[config.mk]
export PLATFORM = sky130hd
export DESIGN_NAME = peripheral_arbiter
export DESIGN_NICKNAME = d
export VERILOG_FILES = /design/src/rtl/peripheral_arbiter.sv
export SDC_FILE = /design/constraint.sdc
export NUM_CORES = 1
export LEC_CHECK = 0
export CORE_AREA = 4 4 236 238
export DETAILED_ROUTE_END_ITERATION = 12
export DIE_AREA = 0 0 240 242
export GPL_ROUTABILITY_DRIVEN = 0
export MAX_ROUTING_LAYER = met4
export SLEW_MARGIN = 0
export SYNTH_ARGS = -nofsm -noshare
export SYNTH_HDL_FRONTEND = slang
export SYNTH_SLANG_ARGS = --single-unit
[constraint.sdc]
create_clock -name ACLK -period 17.2 [get_ports ACLK]
set_input_delay 3.44 -clock ACLK [delete_from_list [all_inputs] [get_ports ACLK]]
set_output_delay 3.44 -clock ACLK [all_outputs]
set_load 0.01 [all_outputs]
[src/rtl/peripheral_arbiter.sv]
// Two-port round-robin arbiter in front of a single-outstanding peripheral master.
// Issues the winner's command as one-cycle pulses, then holds the command until completion.
module peripheral_arbiter (
   input  logic        ACLK,
   input  logic        ARESET,
   input  logic        P0_REQ_VALID,
   input  logic [63:0] P0_REQ_ADDR,
   input  logic [63:0] P0_REQ_WDATA,
   input  logic [7:0]  P0_REQ_WSTRB,
   input  logic        P0_REQ_WRITE,
   input  logic        P0_REQ_WORD,
   output logic        P0_REQ_READY,
   output logic        P0_RESP_VALID,
   output logic [63:0] P0_RESP_RDATA,
   input  logic        P1_REQ_VALID,
   input  logic [63:0] P1_REQ_ADDR,
   input  logic [63:0] P1_REQ_WDATA,
   input  logic [7:0]  P1_REQ_WSTRB,
   input  logic        P1_REQ_WRITE,
   input  logic        P1_REQ_WORD,
   output logic        P1_REQ_READY,
   output logic        P1_RESP_VALID,
   output logic [63:0] P1_RESP_RDATA,
   output logic        ADDR_TO_PERI_VALID,
   output logic [63:0] ADDR_TO_PERI,
   output logic [63:0] DATA_TO_PERI,
   output logic [7:0]  WSTRB,
   output logic        WRITE_TO_PERI,
   output logic        PERI_WORD_ACCESS,
   input  logic        DATA_FROM_PERI_READY,
   input  logic [63:0] DATA_FROM_PERI,
   output logic        BUSY,
   output logic        GRANT_ID
);

   typedef enum logic {IDLE = 1'b0, WAIT = 1'b1} state_t;

   state_t      state_q, state_d;
   logic        last_q, last_d;
   logic        grant_q, grant_d;
   logic        addr_vld_q, addr_vld_d;
   logic        rdy0_q, rdy0_d, rdy1_q, rdy1_d;
   logic        rsp0_q, rsp0_d, rsp1_q, rsp1_d;
   logic [63:0] rdata0_q, rdata0_d, rdata1_q, rdata1_d;
   logic [63:0] addr_q, addr_d, wdata_q, wdata_d;
   logic [7:0]  wstrb_q, wstrb_d;
   logic        write_q, write_d, word_q, word_d;

   logic        winner, issue, done;

   // On a tie the port that did not complete last wins; a lone requester always wins.
   assign winner = (P0_REQ_VALID && P1_REQ_VALID) ? ~last_q : P1_REQ_VALID;
   assign issue  = (state_q == IDLE) && (P0_REQ_VALID || P1_REQ_VALID);
   assign done   = (state_q == WAIT) && DATA_FROM_PERI_READY;

   always_ff @(posedge ACLK or posedge ARESET) begin
      if (ARESET) state_q <= IDLE;
      else        state_q <= state_d;
   end

   always_comb begin
      state_d = state_q;
      if (issue)     state_d = WAIT;
      else if (done) state_d = IDLE;
   end

   always_comb begin
      last_d     = last_q;
      grant_d    = grant_q;
      addr_vld_d = 1'b0;
      rdy0_d     = 1'b0;
      rdy1_d     = 1'b0;
      rsp0_d     = 1'b0;
      rsp1_d     = 1'b0;
      rdata0_d   = rdata0_q;
      rdata1_d   = rdata1_q;
      addr_d     = addr_q;
      wdata_d    = wdata_q;
      wstrb_d    = wstrb_q;
      write_d    = write_q;
      word_d     = word_q;
      if (issue) begin
         grant_d    = winner;
         addr_vld_d = 1'b1;
         rdy0_d     = ~winner;
         rdy1_d     = winner;
         addr_d     = winner ? P1_REQ_ADDR  : P0_REQ_ADDR;
         wdata_d    = winner ? P1_REQ_WDATA : P0_REQ_WDATA;
         wstrb_d    = winner ? P1_REQ_WSTRB : P0_REQ_WSTRB;
         write_d    = winner ? P1_REQ_WRITE : P0_REQ_WRITE;
         word_d     = winner ? P1_REQ_WORD  : P0_REQ_WORD;
      end
      // Round-robin history advances on completion, not on issue.
      if (done) begin
         last_d = grant_q;
         if (grant_q) begin
            rsp1_d   = 1'b1;
            rdata1_d = DATA_FROM_PERI;
         end else begin
            rsp0_d   = 1'b1;
            rdata0_d = DATA_FROM_PERI;
         end
      end
   end

   always_ff @(posedge ACLK or posedge ARESET) begin
      if (ARESET) begin
         last_q     <= 1'b1;
         grant_q    <= 1'b0;
         addr_vld_q <= 1'b0;
         rdy0_q     <= 1'b0;
         rdy1_q     <= 1'b0;
         rsp0_q     <= 1'b0;
         rsp1_q     <= 1'b0;
         rdata0_q   <= '0;
         rdata1_q   <= '0;
         addr_q     <= '0;
         wdata_q    <= '0;
         wstrb_q    <= '0;
         write_q    <= 1'b0;
         word_q     <= 1'b0;
      end else begin
         last_q     <= last_d;
         grant_q    <= grant_d;
         addr_vld_q <= addr_vld_d;
         rdy0_q     <= rdy0_d;
         rdy1_q     <= rdy1_d;
         rsp0_q     <= rsp0_d;
         rsp1_q     <= rsp1_d;
         rdata0_q   <= rdata0_d;
         rdata1_q   <= rdata1_d;
         addr_q     <= addr_d;
         wdata_q    <= wdata_d;
         wstrb_q    <= wstrb_d;
         write_q    <= write_d;
         word_q     <= word_d;
      end
   end

   assign P0_REQ_READY       = rdy0_q;
   assign P1_REQ_READY       = rdy1_q;
   assign P0_RESP_VALID      = rsp0_q;
   assign P1_RESP_VALID      = rsp1_q;
   assign P0_RESP_RDATA      = rdata0_q;
   assign P1_RESP_RDATA      = rdata1_q;
   assign ADDR_TO_PERI_VALID = addr_vld_q;
   assign ADDR_TO_PERI       = addr_q;
   assign DATA_TO_PERI       = wdata_q;
   assign WSTRB              = wstrb_q;
   assign WRITE_TO_PERI      = write_q;
   assign PERI_WORD_ACCESS   = word_q;
   assign BUSY               = (state_q == WAIT);
   assign GRANT_ID           = grant_q;

endmodule
==> Word-level counts from Yosys, hierarchy flattened <==
Index checks and enable logic that the tools add are counted.
{ "totals": {"ff_bits": 274, "input_bits": 345, "out_inout_bits": 273} }
{ "classes": {"n_mux": 15, "bitwise": 4, "reduce_logical": 7} }
{ "op_table": {"columns": ["operator", "n"], "rows": [
  ["$mux 64", 2],
  ["$mux 1", 12],
  ["$mux 8", 1],
  ["$not 1->1", 4],
  ["$reduce_and 2->1", 2],
  ["$logic_and 1x1->1", 3],
  ["$reduce_bool 2->1", 1],
  ["$logic_or 1x1->1", 1]
]} }

==> Logic depth before layout (Yosys ltp) <==
{ "logic_depth": {"depth_word": 4, "depth_mapped": 5, "mapped_depth_nobuf": 3} }

==> Least setup slack after synthesis <==
No wires, ideal clock.
{ "synth_timing": {"path_type": "input -> register", "startpoint": "in P1_REQ_VALID", "endpoint": "reg addr_q[42], in the netlist ADDR_TO_PERI[42]", "setup_time_ns": 0.126, "arrival_time_ns": 4.358, "required_ns": 17.074, "setup_slack_ns": 12.716, "path_stages": 5, "path_cell_list": "inv_2 o211a_1 buf_2 buf_2 a221o_1"} }
{ "synth_via": {"elab_chain_len": 3} }
{ "synth_lines": {"columns": ["item", "line", "source"], "rows": [
  ["start: declaration", "15", "input logic P1_REQ_VALID,"],
  ["$logic_and 1x1->1", "52", "assign winner = (P0_REQ_VALID && P1_REQ_VALID) ? ~last_q : P1_REQ_VALID;"],
  ["$mux 1", "52", null],
  ["$mux 64", "87", "addr_d = winner ? P1_REQ_ADDR : P0_REQ_ADDR;"],
  ["end signal: assignment", "132", "addr_q <= addr_d;"],
  ["end: declaration", "45", "logic [63:0] addr_q, addr_d, wdata_q, wdata_d;"]
]} }
Several ways; a longest one is shown, not always the timed one.
A chain may end at the register's enable or synchronous reset.

==> Final worst setup path <==
{ "layout_timing": {"startpoint": "in P0_REQ_VALID", "endpoint": "reg wdata_q[63], in the netlist DATA_TO_PERI[63]"} }
{ "layout_via": {"elab_chain_len": 3} }
{ "layout_lines": {"columns": ["item", "line", "source"], "rows": [
  ["start: declaration", "6", "input logic P0_REQ_VALID,"],
  ["$logic_and 1x1->1", "52", null],
  ["$mux 1", "52", null],
  ["$mux 64", "88", "wdata_d = winner ? P1_REQ_WDATA : P0_REQ_WDATA;"],
  ["end signal: assignment", "133", "wdata_q <= wdata_d;"],
  ["end: declaration", "45", null]
]} }
Several ways; a longest one is shown, not always the timed one.

==> flow_metrics.tcl <==
set metrics [dict create \
    outcome "complete, no violations" \
    ys_types 21 \
    irDropWorstVdd_v 0.0000564 \
    setup_viol_count_final 0 \
    yosysWarnings 0 \
    hold_viol_final 0 \
    tightest_slew_ns 0.999 \
    critPathKind "primary input to register" \
    relSlewSlack_pct 33.4 \
    synth.avg_cell_area_um2 14.6 \
    cts.clk_slew.worst_paths_ns 0.06 \
    cp_common_cell "buf_4" \
    path_cells "clkdlybuf4s50_1, a211oi_4, buf_4, buf_4, a221o_1" \
    grt_max_degree 163 \
    final_cell_mix "clkdlybuf4s50_1 (617), dfrtp_1 (273), a221o_1 (138), and2_1 (132), mux2_2 (128)" \
    crit_fanout 77 \
    fp.dieArea_mm2 0.0581 \
    power_w 0.00264 \
    cts_tree "done" \
    ant_nets 0 \
    clock_latency_ns 0.57 \
    grt_overflow 0 \
    start_util_pct 20.4 \
    die_w_um 240 \
    portBuffers 617 \
    seq_area_frac_synth_pct 62.6 \
    cellPowerDensity_mw_per_mm2 140 \
    syn_to_final_growth_pct 72.0 \
    dp_hpwl_um 30800 \
    numCtsBuffers 30 \
    cp-end-kind "register" \
    multiInputGateArea_mm2 0.00379 \
    synth_nets 1097 \
    fillCellCount 5297 \
    viasPerCell 4.27 \
    maxCapViolations 0 \
    routed_wirelength_um 41600 \
    cts-root-buf "clkbuf_16" \
    stdcell_area_mm2 0.0188 \
    startpoint_type "primary input" \
    seq_area_mm2 0.00686 \
    die_h_um 242 \
    min_period_ns 6.12 \
    drv_slew 0 \
    fmax_mhz 164 \
    grt_usage_pct 13.8 \
    final_util_pct 35.2 \
    grt_setup_unrepaired "false" \
    post-place-ws_ns 10.50 \
    drc_errors 0 \
    fin_worst_skew_ns 0.0244 \
    crit_required_ns 17.71 \
    power.leakage_nw 7.67 \
    netlist_area_mm2 0.0110 \
    whs_path_depth 1 \
    crit_slowest_cell "a211oi_4" \
    cts.repair.resized 0 \
    io_pins 618 \
    setup_slack_ns 11.08 \
    syn_inst 752 \
    rows 85 \
    cts_sinks 274 \
    worstHoldPathType "register to register" \
    dr.pass1.iters 5 \
    drtIter0Drc 366 \
    layout_commonest_cell "clkdlybuf4s50_1" \
    totalNegativeSetupSlack_ns 0 \
    clock_path_buffers 3 \
    wl_per_cell_um 20.1 \
    fin_crit_sh_pct 35.6 \
    grt_pass1_wl_um 60800 \
    num_vias 8849 \
    grt_pass1_vias 9691 \
    antenna_found_initial 3 \
    slowest_delay_ns 0.79 \
    core_mm2 0.0536 \
    ys_ff_latch 274 \
    final_nets 1694 \
    drive_above_1_share_pct 14.1 \
    cts_max_level 1 \
    worst_ep_arrival_time_ns 6.62 \
    r2r_cells 4 \
    place_area_mm2 0.0178 \
    holdBufCountCts 0 \
    cts_setup_buffers 0 \
]
[path summary, 6_finish.rpt]
| kind | startpoint | to | slack (ns) |
|---|---|---|---|
| max in group asynchronous | ARESET | ADDR_TO_PERI[24] | 12.38 |
| setup / recovery | P0_REQ_VALID | DATA_TO_PERI[63] | 11.08 |
| hold reg to reg | P0_RESP_RDATA[63] | P0_RESP_RDATA[63] | 0.50 |
| hold / removal | P0_RESP_RDATA[63] | P0_RESP_RDATA[63] | 0.50 |
| min in group asynchronous | ARESET | P0_RESP_RDATA[42] | 3.40 |
| setup reg to reg | BUSY | DATA_TO_PERI[63] | 14.08 |
[sequential cells by signal, summed over array words and instances (netlist names), 8 cells and up]
name / count
P0_RESP_RDATA: 64
P1_RESP_RDATA: 64
DATA_TO_PERI: 64
ADDR_TO_PERI: 64
WSTRB: 8
[Yosys cell counts]
library cell	n	share of area [%]
a211oi_2	1	0.11
a21boi_0	1	0.069
a21o_1	2	0.14
a221o_1	138	13
and2_0	6	0.34
and2_1	132	7.5
and3_1	1	0.057
buf_2	25	1.1
buf_4	4	0.27
buf_6	7	0.72
clkbuf_1	23	0.79
dfrtp_1	273	62
dfstp_2	1	0.24
inv_1	4	0.14
inv_2	1	0.034
mux2_2	128	13
nand2_1	1	0.034
nor2_1	1	0.034
o211a_1	1	0.091
o21bai_1	1	0.069
or2_1	1	0.057
[critical path: cells and delay by family]
kind                   cells  cell delay [ns]
buffers and inverters      3             1.96
AOI/OAI and AO/OA          2             1.07
[stage by stage]
stage / cells / hold slack (ns)
floorplan: 752 / 0.507
global placement: 2013 / 0.486
detailed placement: 2013 / 0.492
CTS: 2068 / 0.507
global route: 2071 / 0.514
finish: 2071 / 0.502
[area by class of cell]
cell class	count	share of cell area [%]
Multi-Input combinational cell	414	20.1
Antenna cell	3	0.0398
Clock inverter	12	0.883
Inverter	5	0.139
Timing Repair Buffer	624	33.1
Clock buffer	43	4.73
Tap cell	696	4.62
Sequential cell	274	36.4
[report_power, final]
part,switching [W],leakage [nW],total [W],internal [W]
combinational,0.000372,3.84,0.000981,0.000610
sequential,0.000114,3.31,0.000970,0.000856
clock,0.000270,0.523,0.000688,0.000418
[per-layer routing]
metal	up-vias	routed length [um]	track usage [%]
met1	4332	16200	15.8
met4	0	1520	4.87
li1	4000	-	-
met2	442	20700	23.4
met3	75	3150	3.52
met5	-	0	-
[kinds of logic (layout without fill, tap and decap cells)]
group           Yosys count  in the layout  synth area share, %
flops                   274            274                 62.6
buf+inv                  64            684                 3.09
simple gates            142            142                 8.06
mux                     128            128                 13.2
compound gates          144            144                 13.1
other cells               0              3                    0
(Power assumes the default switching activity.)
